`config.mk`:
```
export PLATFORM = sky130hd
export DESIGN_NAME = max_pool_sequencer
export DESIGN_NICKNAME = d
export VERILOG_FILES = /design/src/rtl/max_pool_sequencer.sv
export SDC_FILE = /design/constraint.sdc
export NUM_CORES = 1
export LEC_CHECK = 0
export CORE_MARGIN = 2
export CORE_UTILIZATION = 30
export DETAILED_ROUTE_END_ITERATION = 10
export SLEW_MARGIN = 20
export SYNTH_ARGS = -nofsm -noshare
export SYNTH_HDL_FRONTEND = slang
export SYNTH_SLANG_ARGS = --single-unit
```
`constraint.sdc`:
```
create_clock -name CLK -period 4.55 [get_ports CLK]
set_input_delay 1.365 -clock CLK [delete_from_list [all_inputs] [get_ports CLK]]
set_output_delay 1.365 -clock CLK [all_outputs]
set_load 0.05 [all_outputs]
```
`src/rtl/max_pool_sequencer.sv`:
```
`default_nettype none
// ============================================================================
//  Module      : max_pool_sequencer
//  Description : Reduces each window of CFG_WIN unsigned samples to its
//                maximum and presents one result per window on a
//                valid/ready output. Ties keep the earliest sample.
//                Optional argmax output enabled by MAXPOOL_ARGMAX_EN.
//  Revision    : 1.0 - initial release
// ============================================================================
module max_pool_sequencer #(
    parameter int DATA_WIDTH = 16,
    parameter int POOL_SIZE  = 4,
    localparam int CNT_W     = $clog2(POOL_SIZE + 1)
) (
    input  logic                  CLK,
    input  logic                  RESET_N,
    input  logic [CNT_W-1:0]      CFG_WIN,
    input  logic                  IN_VALID,
    output logic                  IN_READY,
    input  logic [DATA_WIDTH-1:0] IN_DATA,
    output logic                  OUT_VALID,
    input  logic                  OUT_READY,
    output logic [DATA_WIDTH-1:0] OUT_DATA,
`ifdef MAXPOOL_ARGMAX_EN
    output logic [CNT_W-1:0]      OUT_IDX,
`endif
    output logic                  BUSY
);

    typedef enum logic [1:0] {
        ST_IDLE  = 2'd0,
        ST_ACCUM = 2'd1,
        ST_HOLD  = 2'd2
    } state_t;

    localparam logic [CNT_W-1:0] C_POOL_MAX = CNT_W'(POOL_SIZE);
    localparam logic [CNT_W-1:0] C_ONE      = CNT_W'(1);

    state_t                  state_q,     state_d;
    logic [DATA_WIDTH-1:0]   max_q,       max_d;
    logic [CNT_W-1:0]        count_q,     count_d;
    logic [CNT_W-1:0]        win_q,       win_d;
    logic                    out_valid_q, out_valid_d;
    logic [DATA_WIDTH-1:0]   out_data_q,  out_data_d;
    logic                    busy_q,      busy_d;
`ifdef MAXPOOL_ARGMAX_EN
    logic [CNT_W-1:0]        idx_q,       idx_d;
    logic [CNT_W-1:0]        out_idx_q,   out_idx_d;
    logic [CNT_W-1:0]        new_idx;
`endif

    logic                    in_fire;
    logic [CNT_W-1:0]        win_eff;
    logic [CNT_W-1:0]        count_inc;
    logic [DATA_WIDTH-1:0]   new_max;

    // Input readiness depends on state only, never on OUT_READY
    assign IN_READY  = (state_q != ST_HOLD);
    assign in_fire   = IN_VALID && IN_READY;
    assign count_inc = count_q + C_ONE;

    // Effective window: zero means one sample, oversize clamps to POOL_SIZE
    always_comb begin
        if (CFG_WIN == '0) begin
            win_eff = C_ONE;
        end else if (CFG_WIN > C_POOL_MAX) begin
            win_eff = C_POOL_MAX;
        end else begin
            win_eff = CFG_WIN;
        end
    end

    // Running maximum with strict compare so ties keep the first sample
    always_comb begin
        new_max = max_q;
`ifdef MAXPOOL_ARGMAX_EN
        new_idx = idx_q;
`endif
        if (IN_DATA > max_q) begin
            new_max = IN_DATA;
`ifdef MAXPOOL_ARGMAX_EN
            new_idx = count_q;
`endif
        end
    end

    // Next-state and registered-output computation
    always_comb begin
        state_d     = state_q;
        max_d       = max_q;
        count_d     = count_q;
        win_d       = win_q;
        out_valid_d = out_valid_q;
        out_data_d  = out_data_q;
        busy_d      = busy_q;
`ifdef MAXPOOL_ARGMAX_EN
        idx_d       = idx_q;
        out_idx_d   = out_idx_q;
`endif
        case (state_q)
            ST_IDLE: begin
                if (in_fire) begin
                    max_d   = IN_DATA;
                    count_d = C_ONE;
                    win_d   = win_eff;
                    busy_d  = 1'b1;
`ifdef MAXPOOL_ARGMAX_EN
                    idx_d   = '0;
`endif
                    if (win_eff == C_ONE) begin
                        state_d     = ST_HOLD;
                        out_valid_d = 1'b1;
                        out_data_d  = IN_DATA;
`ifdef MAXPOOL_ARGMAX_EN
                        out_idx_d   = '0;
`endif
                    end else begin
                        state_d = ST_ACCUM;
                    end
                end
            end
            ST_ACCUM: begin
                if (in_fire) begin
                    max_d   = new_max;
                    count_d = count_inc;
`ifdef MAXPOOL_ARGMAX_EN
                    idx_d   = new_idx;
`endif
                    if (count_inc == win_q) begin
                        state_d     = ST_HOLD;
                        out_valid_d = 1'b1;
                        out_data_d  = new_max;
`ifdef MAXPOOL_ARGMAX_EN
                        out_idx_d   = new_idx;
`endif
                    end
                end
            end
            ST_HOLD: begin
                if (OUT_READY) begin
                    state_d     = ST_IDLE;
                    out_valid_d = 1'b0;
                    busy_d      = 1'b0;
                    count_d     = '0;
                end
            end
            default: begin
                state_d     = ST_IDLE;
                out_valid_d = 1'b0;
                busy_d      = 1'b0;
                count_d     = '0;
            end
        endcase
    end

    // State and output registers; async reset discards any partial window
    always_ff @(posedge CLK or negedge RESET_N) begin
        if (!RESET_N) begin
            state_q     <= ST_IDLE;
            max_q       <= '0;
            count_q     <= '0;
            win_q       <= '0;
            out_valid_q <= 1'b0;
            out_data_q  <= '0;
            busy_q      <= 1'b0;
`ifdef MAXPOOL_ARGMAX_EN
            idx_q       <= '0;
            out_idx_q   <= '0;
`endif
        end else begin
            state_q     <= state_d;
            max_q       <= max_d;
            count_q     <= count_d;
            win_q       <= win_d;
            out_valid_q <= out_valid_d;
            out_data_q  <= out_data_d;
            busy_q      <= busy_d;
`ifdef MAXPOOL_ARGMAX_EN
            idx_q       <= idx_d;
            out_idx_q   <= out_idx_d;
`endif
        end
    end

    assign OUT_VALID = out_valid_q;
    assign OUT_DATA  = out_data_q;
    assign BUSY      = busy_q;
`ifdef MAXPOOL_ARGMAX_EN
    assign OUT_IDX   = out_idx_q;
`endif

endmodule
`default_nettype wire
```
* Yosys cells after proc, flatten, opt, wreduce, memory -nomap -nowiden
Index checks and enable logic that the tools add are counted.
Storage, ports and cells: flip-flop bits (word level) 42, input port bits 23, output and inout port bits 19, word-level logic and storage cells 61
Cells by class: $add $sub $neg 1, order comparisons 2, equal/unequal tests 10, multiplexer cells 29, bitwise gates (word level) 1, reduce and logical (&&, ||, !) cells 11
Operators by type and width (count):
- 16-bit two-way mux | 7
- 16-bit one-hot mux with 2 select lines | 2
- 16-bit greater-than comparator | 1
- 3-bit two-way mux | 5
- 2-bit != test, second input constant | 6
- 2-bit two-way mux | 5
- 5-bit AND reduction | 2
- 3-bit one-hot mux with 3 select lines | 1
- 3-bit AND reduction | 3
- 1-bit two-way mux | 6
- 1-bit one-hot mux with 3 select lines | 2
- 2-bit one-hot mux with 3 select lines | 1
- 4-bit AND reduction | 1
- 3-bit by 1-bit adder with 3-bit output, second input constant | 1
- 3-bit by 1-bit == test with 1-bit output, second input constant | 1
- 3-bit == test | 1
- 3-bit greater-than comparator, second input constant | 1
- 3-bit zero test | 1
- 2-bit by 1-bit == test with 1-bit output, second input constant | 1
- 2-bit == test, second input constant | 1
- 2-bit zero test | 1
- 2-bit AND reduction | 1
- 2-bit nonzero test | 1
- 1-bit logical AND | 1
- 1-bit inverter | 1

* Longest topological paths before layout
word-level depth 7, mapped depth 10, gate-level depth less buffers 8

* Worst setup path after synthesis
Ideal clock, no wire load.
path kind in2reg, from input port IN_DATA[15], to register max_q[10], library setup time 125 ps, data arrival time 3297 ps, required time 4425 ps, setup slack 1128 ps, stages on the path 9, buffers on the path 2, cell sequence ha_1 nand4_1 or4_1 nor2_1 a31oi_4 nor2b_4 buf_6 buf_6 mux2_4
Between the ends: longest elaborated chain between the ends 4
RTL lines:
- start: declaration | line 20 | input logic [DATA_WIDTH-1:0] IN_DATA,
- 16-bit greater-than comparator | line 79 | if (IN_DATA > max_q) begin
- 16-bit two-way mux | line 79
- 16-bit two-way mux | line 123 | if (in_fire) begin
- 16-bit one-hot mux with 2 select lines | line 100 | case (state_q)
- end signal: assignment | line 172 | max_q <= max_d;
- end: declaration | line 40 | logic [DATA_WIDTH-1:0] max_q, max_d;
Every way passes these cells. The select of a mux whose other input is x is not followed. A chain may end at the register's enable or synchronous reset.

* Worst setup path in the final report
from input port IN_DATA[15], to register max_q[14]
The elaborated chain is that of the path after synthesis.

==> flow_summary.yaml <==
detailed_routing:
  viasPerCell: 4.773
  drt_wl_total_um: 5011
  wl_per_cell_um: 13.73
  ant_nets: 0
  drc: 0
  dr.pass1.iters: 5
  drt-initial-drc-count: 60
  vias: 1742
synth:
  async_flop_share: 1.000
  synth_nets: 260
  ys_warn_count: 0
  synth_area_um2: 2298
  synthCells: 220
  synth_flop_cell: "dfrtp_1"
  synth_area_per_cell_um2: 10.45
  yosysSeqAreaShare: 0.4573
  synth_seq_cells: 42
  synth.distinct_cells: 37
  synth_edf_count: 0
floorplan:
  initial_core_util: 0.3135
  rows: 31
  io_pins: 42
  die-area_um2: 8378
  fp.dieH_um: 91.53
  core-area_um2: 7331
  die_w_um: 91.53
final_layout:
  finalNetCount: 305
  diodes: 0
  final_common_cell: "dfrtp_1"
  layout-drive-gt1-share: 0.1053
  fin_area_um2: 2920
  fin_util: 0.3984
  final_cell_mix: "42 x dfrtp_1, 40 x clkdlybuf4s50_1, 35 x nor2_1"
  area_growth_pct: 27.05
setup_path:
  critical_path_required_ns: 4.73
  cp_cell_sequence: "clkdlybuf4s50_1, ha_1, nand4_1, a2111o_1, a31oi_4, nor2b_4, buf_12, mux2_1"
  worst_setup_path_end_kind: "register"
  cpPeakStageDelay_ns: 0.46
  critPathKind: "in2reg"
  crit_slowest_cell: "a2111o_1"
  startpoint_type: "primary input"
  crit_arrival_ns: 3.86
  critPathMaxFanout: 16
clock_network:
  cts_buffers: 5
  h-tree-depth: 2
  max-clock-path-buffers: 2
  post_cts_buffers: 0
  clk_latency_ns: 0.30
  ctsHoldBuffers: 0
  cts.sinks: 42
  clk_pin_slew_ns: 0.08
  ctsResizeCount: 0
  ctsRootBufferMaster: "clkbuf_8"
  cts_tree: "done"
sta:
  layout_worst_path_cycle_share: 0.8092
  worst_pin_slew_ns: 0.9337
  min_period_ns: 3.682
  rsz0062_at_grt: "false"
  setup_viol: 0
  final_hold_viol_count: 0
  fmax_mhz: 271.6
  setup_slack_ns: 0.8682
  fin_skew_ns: 0.01107
  slew_violations: 0
  timing.slew.headroom: 0.3775
  fin_setup_tns_ns: 0
grt:
  grt-ovfl-total: 0
  grt_pass1_vias: 1768
  grt_pass1_wl_um: 8390
  grt_usage: 0.1259
  grt_max_degree: 43
  antenna_found_initial: 0
place:
  place.port_buffers: 41
  dp_hpwl_um: 3670
  pre_cts_ws_ns: 0.5379
  gp_congestion: 0.7411
  dpl_cell_area_um2: 2830
run_status:
  outcome: "finished, final reports clean"
pwr:
  power.internal_mw: 1.190
  p_comb_frac: 0.573
  p_clk_frac: 0.112
  leakagePower_nw: 1.276
  seqPwrFrac: 0.314
  power.switching_mw: 0.9818
  p_per_area_nw_per_um2: 743.7
  switching_share: 0.4520
  ir_drop_mv: 0.4064
job:
  maxCapViolCount: 0
hold_path:
  min_path_type: "reg2reg"
## power by group through the flow
stage / sequential (mW) / clock [mW] / combinational [mW]
final: 0.683 / 0.244 / 1.24
after global routing: 0.711 / 0.272 / 1.36
after CTS: 0.686 / 0.256 / 1.27
after detailed placement: 0.692 / 0 / 1.26
after global placement: 0.691 / 0 / 1.25
after floorplan: 0.926 / 0 / 0.644
## final timing paths
kind                                             from                       to  slack (ns)  cells past startpoint
worst max-delay path                      IN_DATA[15]    max_q[14]$_DFFE_PN0P_        0.87                      8
worst min-delay path            max_q[14]$_DFFE_PN0P_    max_q[14]$_DFFE_PN0P_        0.49                      1
worst max register to register  max_q[13]$_DFFE_PN0P_    max_q[14]$_DFFE_PN0P_        2.02                      8
worst min register to register  max_q[14]$_DFFE_PN0P_    max_q[14]$_DFFE_PN0P_        0.49                      1
max in group asynchronous                     RESET_N  OUT_DATA[2]$_DFFE_PN0P_        2.77                      1
min in group asynchronous                     RESET_N    max_q[13]$_DFFE_PN0P_        1.20                      1
## cell usage after synthesis (all sizes together) (4+ instances only)
master   instances  share of area
dfrtp           42           0.46
mux2            17          0.098
nand2            8          0.013
o21ai           11          0.024
nor2            36          0.060
o2bb2ai          5          0.019
inv             21          0.034
a21oi           17          0.037
nand4            4          0.011
a221oi          11          0.042
ha              17          0.093
buf              5          0.016
## worst max-delay path: cells and delay by family
kind	cells	cell delay, ns
AO/OA/AOI/OAI	2	0.80
adder cells (fa/ha/maj)	1	0.34
buffers and inverters	2	0.63
multiplexers	1	0.33
AND/OR/NAND/NOR	2	0.40
## flip-flops by register name, summed over array words and instances (netlist names)
name and flops:
state_q 2, win_q 3, BUSY 1, max_q 16, count_q 3, OUT_VALID 1
OUT_DATA 16
## cell type report
| type | count | area (um^2) |
|---|---|---|
| multi-input cells | 149 | 1121 |
| clock inverters | 3 | 21.27 |
| well taps | 99 | 123.9 |
| fillers | 710 | 4410 |
| flip-flops and latches | 42 | 1051 |
| repair buffers | 46 | 455.4 |
| clock buffers | 5 | 68.82 |
| inverters | 21 | 78.83 |
## per-stage QoR
step | power, mW | hold slack, ns | std cells
after floorplan | 1.570 | 0.4581 | 220
after global placement | 1.940 | 0.4670 | 357
after detailed placement | 1.953 | 0.4747 | 357
after CTS | 2.208 | 0.4931 | 365
after global routing | 2.345 | 0.5173 | 365
final | 2.172 | 0.4883 | 365
## per-layer routing
layer  vias to the layer above  track usage  share of wire  routed length, um
li1                        869            -              -                  -
met1                       824       0.1654           0.47               2340
met2                        42       0.2010           0.47               2365
met5                         -            0              0                  0
met3                         7      0.03320          0.049                245
met4                         0      0.04167          0.012                 60
## kinds of logic (layout without fill, tap and decap cells)
group           Yosys count  in the layout  share of synthesized area
simple gates             57             57                     0.1121
compound gates           54             54                     0.1633
xor+xnor                  3              3                    0.01742
buf+inv                  29             75                    0.05498
mux                      18             18                     0.1023
fa+ha+maj                17             17                    0.09254
flops                    42             42                     0.4573
(Power assumes the default switching activity.)
